===== src/rtl/adder_pkg.sv =====
// Shared types and helpers for pipelined_chunk_adder and its slice stages.
// PIPE_CHUNK_ADDER_OVF_EN (optional) enables the signed-overflow output.
package adder_pkg;

  // Upper bound on WIDTH, so that the stage record can be one fixed type.
  localparam int MAX_WIDTH = 64;

  localparam logic ADD = 1'b0;
  localparam logic SUB = 1'b1;

  function automatic int cw(input int width, input int chunks);
    return width / chunks;
  endfunction

  typedef struct packed {
    logic                 valid;
    logic                 carry;
    logic [MAX_WIDTH-1:0] psum;
    logic [MAX_WIDTH-1:0] a_rem;
    logic [MAX_WIDTH-1:0] b_rem;
  } stage_t;

endpackage


===== src/rtl/pipelined_chunk_adder_if.sv =====
// Operand/result handshake bus of pipelined_chunk_adder.
// PIPE_CHUNK_ADDER_OVF_EN adds the registered signed-overflow flag ovf.
interface pipelined_chunk_adder_if #(
  parameter int WIDTH = 16
);

  logic             in_valid;
  logic             in_ready;
  logic [WIDTH-1:0] a;
  logic [WIDTH-1:0] b;
  logic             cin;
  logic             sub;
  logic             out_valid;
  logic             out_ready;
  logic [WIDTH-1:0] sum;
  logic             cout;
`ifdef PIPE_CHUNK_ADDER_OVF_EN
  logic             ovf;
`endif

  modport master (
    output in_valid, a, b, cin, sub, out_ready,
`ifdef PIPE_CHUNK_ADDER_OVF_EN
    input  ovf,
`endif
    input  in_ready, out_valid, sum, cout
  );

  modport slave (
    input  in_valid, a, b, cin, sub, out_ready,
`ifdef PIPE_CHUNK_ADDER_OVF_EN
    output ovf,
`endif
    output in_ready, out_valid, sum, cout
  );

endinterface


===== src/rtl/adder_chunk_stage.sv =====
// One registered CW-bit slice adder stage with valid bit and hold enable.
// PIPE_CHUNK_ADDER_OVF_EN adds c_msb, the registered carry into the slice MSB.
module adder_chunk_stage #(
  parameter int CW = 4
) (
  input  logic          clk,
  input  logic          rst,
  input  logic          en,
  input  logic          in_valid,
  input  logic [CW-1:0] a,
  input  logic [CW-1:0] b,
  input  logic          cin,
`ifdef PIPE_CHUNK_ADDER_OVF_EN
  output logic          c_msb,
`endif
  output logic          out_valid,
  output logic [CW-1:0] sum,
  output logic          cout
);

  logic [CW:0] total;

  assign total = {1'b0, a} + {1'b0, b} + (CW+1)'(cin);

  // Data only moves on a valid word, so a bubble never disturbs the held result.
  always_ff @(posedge clk) begin
    if (rst) begin
      out_valid <= 1'b0;
      sum       <= '0;
      cout      <= 1'b0;
`ifdef PIPE_CHUNK_ADDER_OVF_EN
      c_msb     <= 1'b0;
`endif
    end else if (en) begin
      out_valid <= in_valid;
      if (in_valid) begin
        sum   <= total[CW-1:0];
        cout  <= total[CW];
`ifdef PIPE_CHUNK_ADDER_OVF_EN
        c_msb <= a[CW-1] ^ b[CW-1] ^ total[CW-1];
`endif
      end
    end
  end

endmodule


===== src/rtl/pipelined_chunk_adder.sv =====
// Pipelined WIDTH-bit add/subtract: one CW-bit slice per stage, carry rippled stage to stage.
// PIPE_CHUNK_ADDER_OVF_EN adds the signed-overflow output ovf on the bus.
module pipelined_chunk_adder
  import adder_pkg::*;
#(
  parameter int WIDTH  = 16,
  parameter int CHUNKS = 4
) (
  input logic                   clk,
  input logic                   rst,
  pipelined_chunk_adder_if.slave bus
);

  localparam int CW = cw(WIDTH, CHUNKS);

  if (CHUNKS < 1 || CHUNKS > WIDTH) begin : g_bad_chunks
    $error("pipelined_chunk_adder: CHUNKS must be in 1..WIDTH");
  end
  if (WIDTH % CHUNKS != 0) begin : g_bad_split
    $error("pipelined_chunk_adder: WIDTH must be a multiple of CHUNKS");
  end
  if (WIDTH > MAX_WIDTH) begin : g_bad_width
    $error("pipelined_chunk_adder: WIDTH exceeds adder_pkg::MAX_WIDTH");
  end

  logic             advance;
  logic [WIDTH-1:0] b_eff;
  logic             cin_eff;

  logic             v   [CHUNKS];
  logic             c   [CHUNKS];
  logic [CW-1:0]    s   [CHUNKS];
  logic [WIDTH-1:0] opa [CHUNKS];
  logic [WIDTH-1:0] opb [CHUNKS];
  logic [WIDTH-1:0] fwd [CHUNKS];
  stage_t           st  [CHUNKS];

  // Subtraction is a + ~b + !borrow, so the inversion happens once at the input.
  assign b_eff   = (bus.sub == SUB) ? ~bus.b : bus.b;
  assign cin_eff = (bus.sub == SUB) ? ~bus.cin : bus.cin;

  assign advance      = !v[CHUNKS-1] || bus.out_ready;
  assign bus.in_ready = advance;

  // Stage k view: completed low slices plus this slice, and the operand still to be summed.
  always_comb begin
    for (int k = 0; k < CHUNKS; k++) begin
      st[k]                    = '0;
      st[k].valid              = v[k];
      st[k].carry              = c[k];
      st[k].psum[WIDTH-1:0]    = fwd[k];
      st[k].psum[k*CW +: CW]   = s[k];
      st[k].a_rem[WIDTH-1:0]   = opa[k];
      st[k].b_rem[WIDTH-1:0]   = opb[k];
    end
  end

  // Skew (upper operand slices) and forwarding (finished low slices) registers.
  always_ff @(posedge clk) begin
    if (rst) begin
      for (int k = 0; k < CHUNKS; k++) begin
        opa[k] <= '0;
        opb[k] <= '0;
        fwd[k] <= '0;
      end
    end else if (advance) begin
      if (bus.in_valid) begin
        opa[0] <= bus.a;
        opb[0] <= b_eff;
      end
      for (int k = 1; k < CHUNKS; k++) begin
        if (st[k-1].valid) begin
          opa[k] <= st[k-1].a_rem[WIDTH-1:0];
          opb[k] <= st[k-1].b_rem[WIDTH-1:0];
          fwd[k] <= st[k-1].psum[WIDTH-1:0];
        end
      end
    end
  end

`ifdef PIPE_CHUNK_ADDER_OVF_EN
  logic cm [CHUNKS];
`endif

  for (genvar k = 0; k < CHUNKS; k++) begin : g_stage
    logic          sv;
    logic          sc;
    logic [CW-1:0] sa;
    logic [CW-1:0] sb;

    if (k == 0) begin : g_head
      assign sv = bus.in_valid;
      assign sa = bus.a[CW-1:0];
      assign sb = b_eff[CW-1:0];
      assign sc = cin_eff;
    end else begin : g_tail
      assign sv = st[k-1].valid;
      assign sa = st[k-1].a_rem[k*CW +: CW];
      assign sb = st[k-1].b_rem[k*CW +: CW];
      assign sc = st[k-1].carry;
    end

    adder_chunk_stage #(
      .CW(CW)
    ) u_chunk (
      .clk       (clk),
      .rst       (rst),
      .en        (advance),
      .in_valid  (sv),
      .a         (sa),
      .b         (sb),
      .cin       (sc),
`ifdef PIPE_CHUNK_ADDER_OVF_EN
      .c_msb     (cm[k]),
`endif
      .out_valid (v[k]),
      .sum       (s[k]),
      .cout      (c[k])
    );
  end

  assign bus.out_valid = v[CHUNKS-1];
  assign bus.sum       = st[CHUNKS-1].psum[WIDTH-1:0];
  assign bus.cout      = c[CHUNKS-1];

`ifdef PIPE_CHUNK_ADDER_OVF_EN
  // Overflow when the carry into the MSB differs from the carry out of it.
  assign bus.ovf = cm[CHUNKS-1] ^ c[CHUNKS-1];
`endif

endmodule


===== src/flat_wrapper.sv =====
// flat-port wrapper written by rule: the top's interface ports become plain ports
module pipelined_chunk_adder_flat import adder_pkg::*;
#(
  parameter int WIDTH  = 16,
  parameter int CHUNKS = 4
)
  (clk, rst, bus_in_valid, bus_a, bus_b, bus_cin, bus_sub, bus_out_ready, bus_in_ready, bus_out_valid, bus_sum, bus_cout);
  pipelined_chunk_adder_if #(.WIDTH(WIDTH)) bus_i ();
  input logic clk;
  input logic rst;
  input wire logic [$bits(bus_i.in_valid)-1:0] bus_in_valid;
  input wire logic [$bits(bus_i.a)-1:0] bus_a;
  input wire logic [$bits(bus_i.b)-1:0] bus_b;
  input wire logic [$bits(bus_i.cin)-1:0] bus_cin;
  input wire logic [$bits(bus_i.sub)-1:0] bus_sub;
  input wire logic [$bits(bus_i.out_ready)-1:0] bus_out_ready;
  output wire logic [$bits(bus_i.in_ready)-1:0] bus_in_ready;
  output wire logic [$bits(bus_i.out_valid)-1:0] bus_out_valid;
  output wire logic [$bits(bus_i.sum)-1:0] bus_sum;
  output wire logic [$bits(bus_i.cout)-1:0] bus_cout;
  assign bus_i.in_valid = bus_in_valid;
  assign bus_i.a = bus_a;
  assign bus_i.b = bus_b;
  assign bus_i.cin = bus_cin;
  assign bus_i.sub = bus_sub;
  assign bus_i.out_ready = bus_out_ready;
  assign bus_in_ready = bus_i.in_ready;
  assign bus_out_valid = bus_i.out_valid;
  assign bus_sum = bus_i.sum;
  assign bus_cout = bus_i.cout;
  pipelined_chunk_adder #(.WIDTH(WIDTH), .CHUNKS(CHUNKS)) u_core (.clk(clk), .rst(rst), .bus(bus_i));
endmodule

===== config.mk =====
export PLATFORM = sky130hd
export DESIGN_NAME = pipelined_chunk_adder_flat
export DESIGN_NICKNAME = d
export VERILOG_FILES = /design/src/rtl/adder_pkg.sv /design/src/rtl/pipelined_chunk_adder_if.sv /design/src/rtl/adder_chunk_stage.sv /design/src/rtl/pipelined_chunk_adder.sv /design/src/flat_wrapper.sv
export SDC_FILE = /design/constraint.sdc
export NUM_CORES = 1
export LEC_CHECK = 0
export BUFFER_PORTS_ARGS = -buffer_cell sky130_fd_sc_hd__buf_2
export CAP_MARGIN = 20
export CORE_MARGIN = 10
export CORE_UTILIZATION = 46
export CTS_BUF_LIST = sky130_fd_sc_hd__clkbuf_16
export CTS_CLUSTER_SIZE = 40
export DETAILED_ROUTE_END_ITERATION = 8
export HOLD_SLACK_MARGIN = 0.15
export PLACE_DENSITY_LB_ADDON = 0.05
export SYNTH_ARGS = -nofsm -noshare
export SYNTH_HDL_FRONTEND = slang
export SYNTH_SLANG_ARGS = --single-unit

===== constraint.sdc =====
create_clock -name clk -period 3.9 [get_ports clk]
set_clock_uncertainty 0.2 [all_clocks]
set_input_delay 0.39 -clock clk [delete_from_list [all_inputs] [get_ports clk]]
set_output_delay 0.39 -clock clk [all_outputs]
set_load 0.02 [all_outputs]

======== Word level (Yosys, flattened, before mapping) ========
Memory sizes are Yosys's and may differ from the RTL's.
Cells that the tools add are included.
storage, ports and cells
  input bits .............................. 38
  register bits after elaboration ......... 24
  memory bits (writable) .................. 192
  logic and storage cells ................. 73
  memories kept ........................... 3
memory list
  name        words  bits a word  read ports  clocked after memory_dff  write ports  line                         source
  u_core.fwd  4      16           4           0                         4            pipelined_chunk_adder.sv:35  logic [WIDTH-1:0] fwd [CHUNKS];
  u_core.opa  4      16           3           0                         4            pipelined_chunk_adder.sv:33  logic [WIDTH-1:0] opa [CHUNKS];
  u_core.opb  4      16           3           0                         4            pipelined_chunk_adder.sv:34  logic [WIDTH-1:0] opb [CHUNKS];
cells by class
  muxes and demuxes ....................... 31
  reductions and logical operators ........ 6
  bitwise operators ....................... 13
  $add $sub $neg .......................... 8
operators by type and width
  kind                count
  $mux W16            12
  $add A4 B4 Y5       4
  $add A5 B1 Y5       4
  $mux W1             19
  $not A16 Y16        1
  $or A1 B1 Y1        11
  $reduce_and A2 Y1   4
  $logic_not A1 Y1    1
  $logic_or A1 B1 Y1  1
  $not A1 Y1          1

======== Depth between registers and ports, before layout ========
  depth in word-level cells ............... 6
  mapped depth ............................ 9
  gate-level depth less buffers ........... 7

======== By module ========
From an unflattened synthesis, not the netlist that was laid out.
second synthesis, totals
  cells, all modules ...................... 349
  area, all modules ....................... 4,644.5 sq um
by module, submodules not included
  module                                             area each (sq um)  cells an instance  instances  seq. area each (sq um)
  pipelined_chunk_adder                              3,209.3            189                1          2,162.1
  adder_chunk_stage (u_core.g_stage[0].u_chunk ...)  359.1              40                 3          120.1
  adder_chunk_stage (u_core.g_stage[3].u_chunk)      357.8              40                 1          120.1

======== Worst setup path after synthesis ========
No wires, ideal clock.
  kind .................................... input -> register
  from .................................... in bus_sub
  to ...................................... reg u_core.g_stage[0].u_chunk.cout
  cell stages on the path ................. 9
  setup slack ............................. 1,526 ps
  arrival ................................. 2,042 ps
  setup time .............................. 132 ps
  required time ........................... 3,568 ps
  path buffers ............................ 2
  cell sequence ........................... buf_2 > buf_2 > xnor2_1 > fa_1 > inv_1 > fa_1 > a21o_1 > a21oi_1 > a211oi_1
on the way
  word-level cells in the longest chain between the ends .. 3
  elaborated cells between the ends (all ways) .. 4
ends and longest elaborated chain
  item                  line                         source
  from (decl)           flat_wrapper.sv:15           input wire logic [$bits(bus_i.sub)-1:0] bus_sub;
  $mux W16              pipelined_chunk_adder.sv:39  assign b_eff = (bus.sub == SUB) ? ~bus.b : bus.b;
  $add A4 B4 Y5         adder_chunk_stage.sv:23      assign total = {1'b0, a} + {1'b0, b} + (CW+1)'(cin);
  $add A5 B1 Y5 *       adder_chunk_stage.sv:23
  to (signal assigned)  adder_chunk_stage.sv:38      cout <= total[CW];
  to (decl)             adder_chunk_stage.sv:18      output logic cout
Mark *: on every way between the ends. The rest lies on a longest branch, timed or not.
A chain may end at the register's enable or synchronous reset.

======== Worst setup path after layout ========
  from .................................... reg u_core.g_stage[3].u_chunk.out_valid
  to ...................................... out bus_in_ready
on the way
  word-level cells in the longest chain between the ends .. 2
ends and longest elaborated chain
  item                    line                         source
  from (decl)             adder_chunk_stage.sv:16      output logic out_valid,
  from (signal assigned)  adder_chunk_stage.sv:35      out_valid <= in_valid;
  $logic_not A1 Y1        pipelined_chunk_adder.sv:42  assign advance = !v[CHUNKS-1] || bus.out_ready;
  $logic_or A1 B1 Y1      pipelined_chunk_adder.sv:42
  to (decl)               flat_wrapper.sv:17           output wire logic [$bits(bus_i.in_ready)-1:0] bus_in_ready;
Every way passes these cells.

==> results.yml <==
status:
  outcome: "finished clean"
clock_network:
  cts-buffers-inserted: 9
  clk_pin_slew_ns: 0.07
  htree_levels: 3
  clock_sinks: 96
  tritoncts: "yes"
  worst_skew_pair.late_latency_ns: 0.34
  root_buffer: "clkbuf_16"
  cts_setup_buffers: 0
  clockBufferDepth: 2
timing:
  max_freq_ghz: 0.4437
  worstMarginPinSlew_ns: 0.8716
  whs_ns: 0.1663
  finalCritPeriodShare: 0.5779
  setup_ws_ns: 1.646
  totalNegativeSetupSlack_ns: 0
  setup_viol: 0
  rsz0062_at_grt: "false"
  slew_headroom: 0.4145
  slew_violations: 0
  hold_viol: 0
  finalCriticalPeriod_ns: 2.254
floorplan:
  boundaryPins: 57
  die_h_um: 117.3
  core_area_um2: 9240
  dieArea_um2: 13760
  std_cell_rows: 35
  die_w_um: 117.3
  start_util: 0.4712
setup_path:
  critPathArrivalTime_ns: 1.66
  r2r-start: "u_core.g_stage[3].u_chunk.out_valid"
  end_kind: "output port"
  cp-start-kind: "flip-flop"
  reg2reg_depth: 4
  crit_required_ns: 3.31
  r2r_slack_ns: 1.86
  reg2reg_to: "u_core.opb[0][7]"
  cp_max_fo: 23
  critical_path_class: "flip-flop to output port"
global_route:
  overflow: 0
  grt_pass1_vias: 2493
  antenna_found_initial: 0
  grt_pass1_wl_um: 12100
  track_usage: 0.1121
  grt_max_degree: 40
flow_run:
  maxCapViolCount: 0
placed_design:
  place_congestion: 0.7645
  hpwl_um: 5384
  placed_cells: 511
  dp_slack_ns: 1.429
  io_buffers: 56
routing:
  routedWlPerCell_um: 13.72
  routed-via-count: 2551
  dr.max_layer_used: "met4"
  drt_pass1_iterations: 4
  drt_iter0_markers: 100
  routed_wl_um: 7407
  wl_met3_um: 441
  drt-met1-wl_um: 3606
  vias_per_cell: 4.724
  wl_met2_um: 3273
  route.detailed.drc: 0
  ant_nets: 0
hold_path:
  hold_end: "u_core.g_stage[0].u_chunk.sum[1]"
  min_from: "bus_in_valid"
  hold_class: "input port to flip-flop"
  hold_path_depth: 3
synthesis:
  ys_async_sr_fraction: 0
  synthFlopType: "edfxtp_1"
  syn_nets: 399
  syn_area_um2: 4354
  ys_warn_count: 0
  synth_edf_count: 72
  ys_ff_latch: 96
  syn-mean-instance-area_um2: 12.77
  syn_inst: 341
  synth-seq-area-share: 0.6069
  yosysUniqueCellTypes: 33
layout:
  layout-drive-gt1-share: 0.2019
  postLayoutCoreUtil: 0.5576
  antenna_cells: 0
  instances_no_fill: 540
  final_nets: 464
  synthToLayoutAreaGrowth_pct: 18.33
pwr:
  p_leak_nw: 2.073
  ir_worst_vdd_uv: 201.9
  p_per_area_nw_per_um2: 456.4
timing repair:
| action | in CTS | in global routing |
|---|---|---|
| hold buffers | 12 | 0 |
| endpoints found under the setup margin | 0 | 0 |
| endpoints found under the hold margin | 12 | 0 |
| resized for setup | 0 | 0 |
layer usage:
layer / GRT usage / vias up
met2: 0.1750 / 56
met4: 0.03707 / 0
met5: 0 / -
met3: 0.03415 / 7
li1: - / 1323
met1: 0.1452 / 1165
cells in the mapped netlist, types with 7 or more instances:
cell,n,area [um2]
a21oi_1,23,115.1
o21ai_0,8,40.04
ha_1,12,150.1
dfxtp_1,24,480.5
nor2_1,17,63.81
fa_1,8,160.2
a211oi_1,10,75.07
buf_2,7,35.03
and2_1,60,375.4
inv_1,16,60.06
edfxtp_1,72,2162
nand3_1,8,40.04
xnor2_1,18,157.7
registers in the layout (all words and copies together), names as in the netlist:
register	cells
u_core.g_stage.u_chunk.out_valid	4
u_core.opb	24
u_core.g_stage.u_chunk.sum	16
u_core.opa	24
u_core.g_stage.u_chunk.cout	4
u_core.fwd	24
kinds of logic (layout without fill, tap and decap cells):
| family | Yosys count | count (layout) | share of synthesized area |
|---|---|---|---|
| buffers and inverters | 33 | 103 | 0.03707 |
| and+or+nand+nor | 117 | 117 | 0.1626 |
| DFF | 96 | 96 | 0.6069 |
| xor gates and xnor gates | 21 | 21 | 0.04224 |
| AOI/OAI and AO/OA | 54 | 54 | 0.07988 |
| adders and majority gates | 20 | 20 | 0.07126 |
cell type report:
class / count / area (um2)
fill: 793 / 4088
clock inverter: 7 / 93.84
inverter: 17 / 63.81
clock buffer: 9 / 225.2
timing repair buffer: 70 / 415.4
tap: 129 / 161.4
sequential: 96 / 2643
multi-input combinational: 212 / 1550
how the worst max path moves through the flow:
stage / from / to / slack [ns] / depth (start not counted)
floorplan: bus_sub / u_core.g_stage[0].u_chunk.cout / 1.53 / 9
detailed placement: bus_sub / u_core.g_stage[0].u_chunk.cout / 1.43 / 8
finish: u_core.g_stage[3].u_chunk.out_valid / bus_in_ready / 1.65 / 3
global route: u_core.g_stage[3].u_chunk.out_valid / bus_in_ready / 1.54 / 3
CTS: u_core.g_stage[3].u_chunk.out_valid / bus_in_ready / 1.63 / 3
global placement: bus_sub / u_core.g_stage[0].u_chunk.cout / 1.51 / 8
worst max-delay path: stages, from the launching register on:
cell,delay (ns)
dfxtp_1,0.31
nor2b_4,0.16
inv_1,0.56
buf_2,0.29
cell usage in the layout, fill, tap and decap left out:
cell and instances:
xnor2_1 18, o221ai_1 4, nand2_1 4, nor2b_1 2
inv_2 1, clkbuf_16 9, nor3_4 1, a2111o_1 4
clkinv_2 1, inv_6 2, bufinv_16 2, buf_2 56
clkinvlp_4 1, dfxtp_1 24, nand4b_1 4, fa_1 8
edfxtp_1 72, or3_4 1, or2_0 4, or2_2 4
nand2b_1 4, nor3_2 2, a211oi_1 10, xor2_1 3
dlygate4sd3_1 12, nand3_1 8, nand3b_1 2, nor2b_4 1
nor2_1 17, nor3_1 3, and2_1 60, buf_4 2
o21ai_0 8, ha_1 12, a21oi_1 23, a21o_1 5
inv_1 17
power breakdown:
part / switching [W] / internal [W] / total, W
registers: 0.0000242 / 0.00116 / 0.00119
logic: 0.000122 / 0.0000990 / 0.000221
clock network: 0.000379 / 0.000563 / 0.000942
per-stage QoR:
step                      total power, W  instance area (um2)
after floorplan                 0.001358                 4354
after global placement          0.001420                 4706
after detailed placement        0.001427                 4706
after CTS                       0.002372                 5145
after global routing            0.002447                 5152
final                           0.002352                 5152
Power figures use the tool's default switching activity.
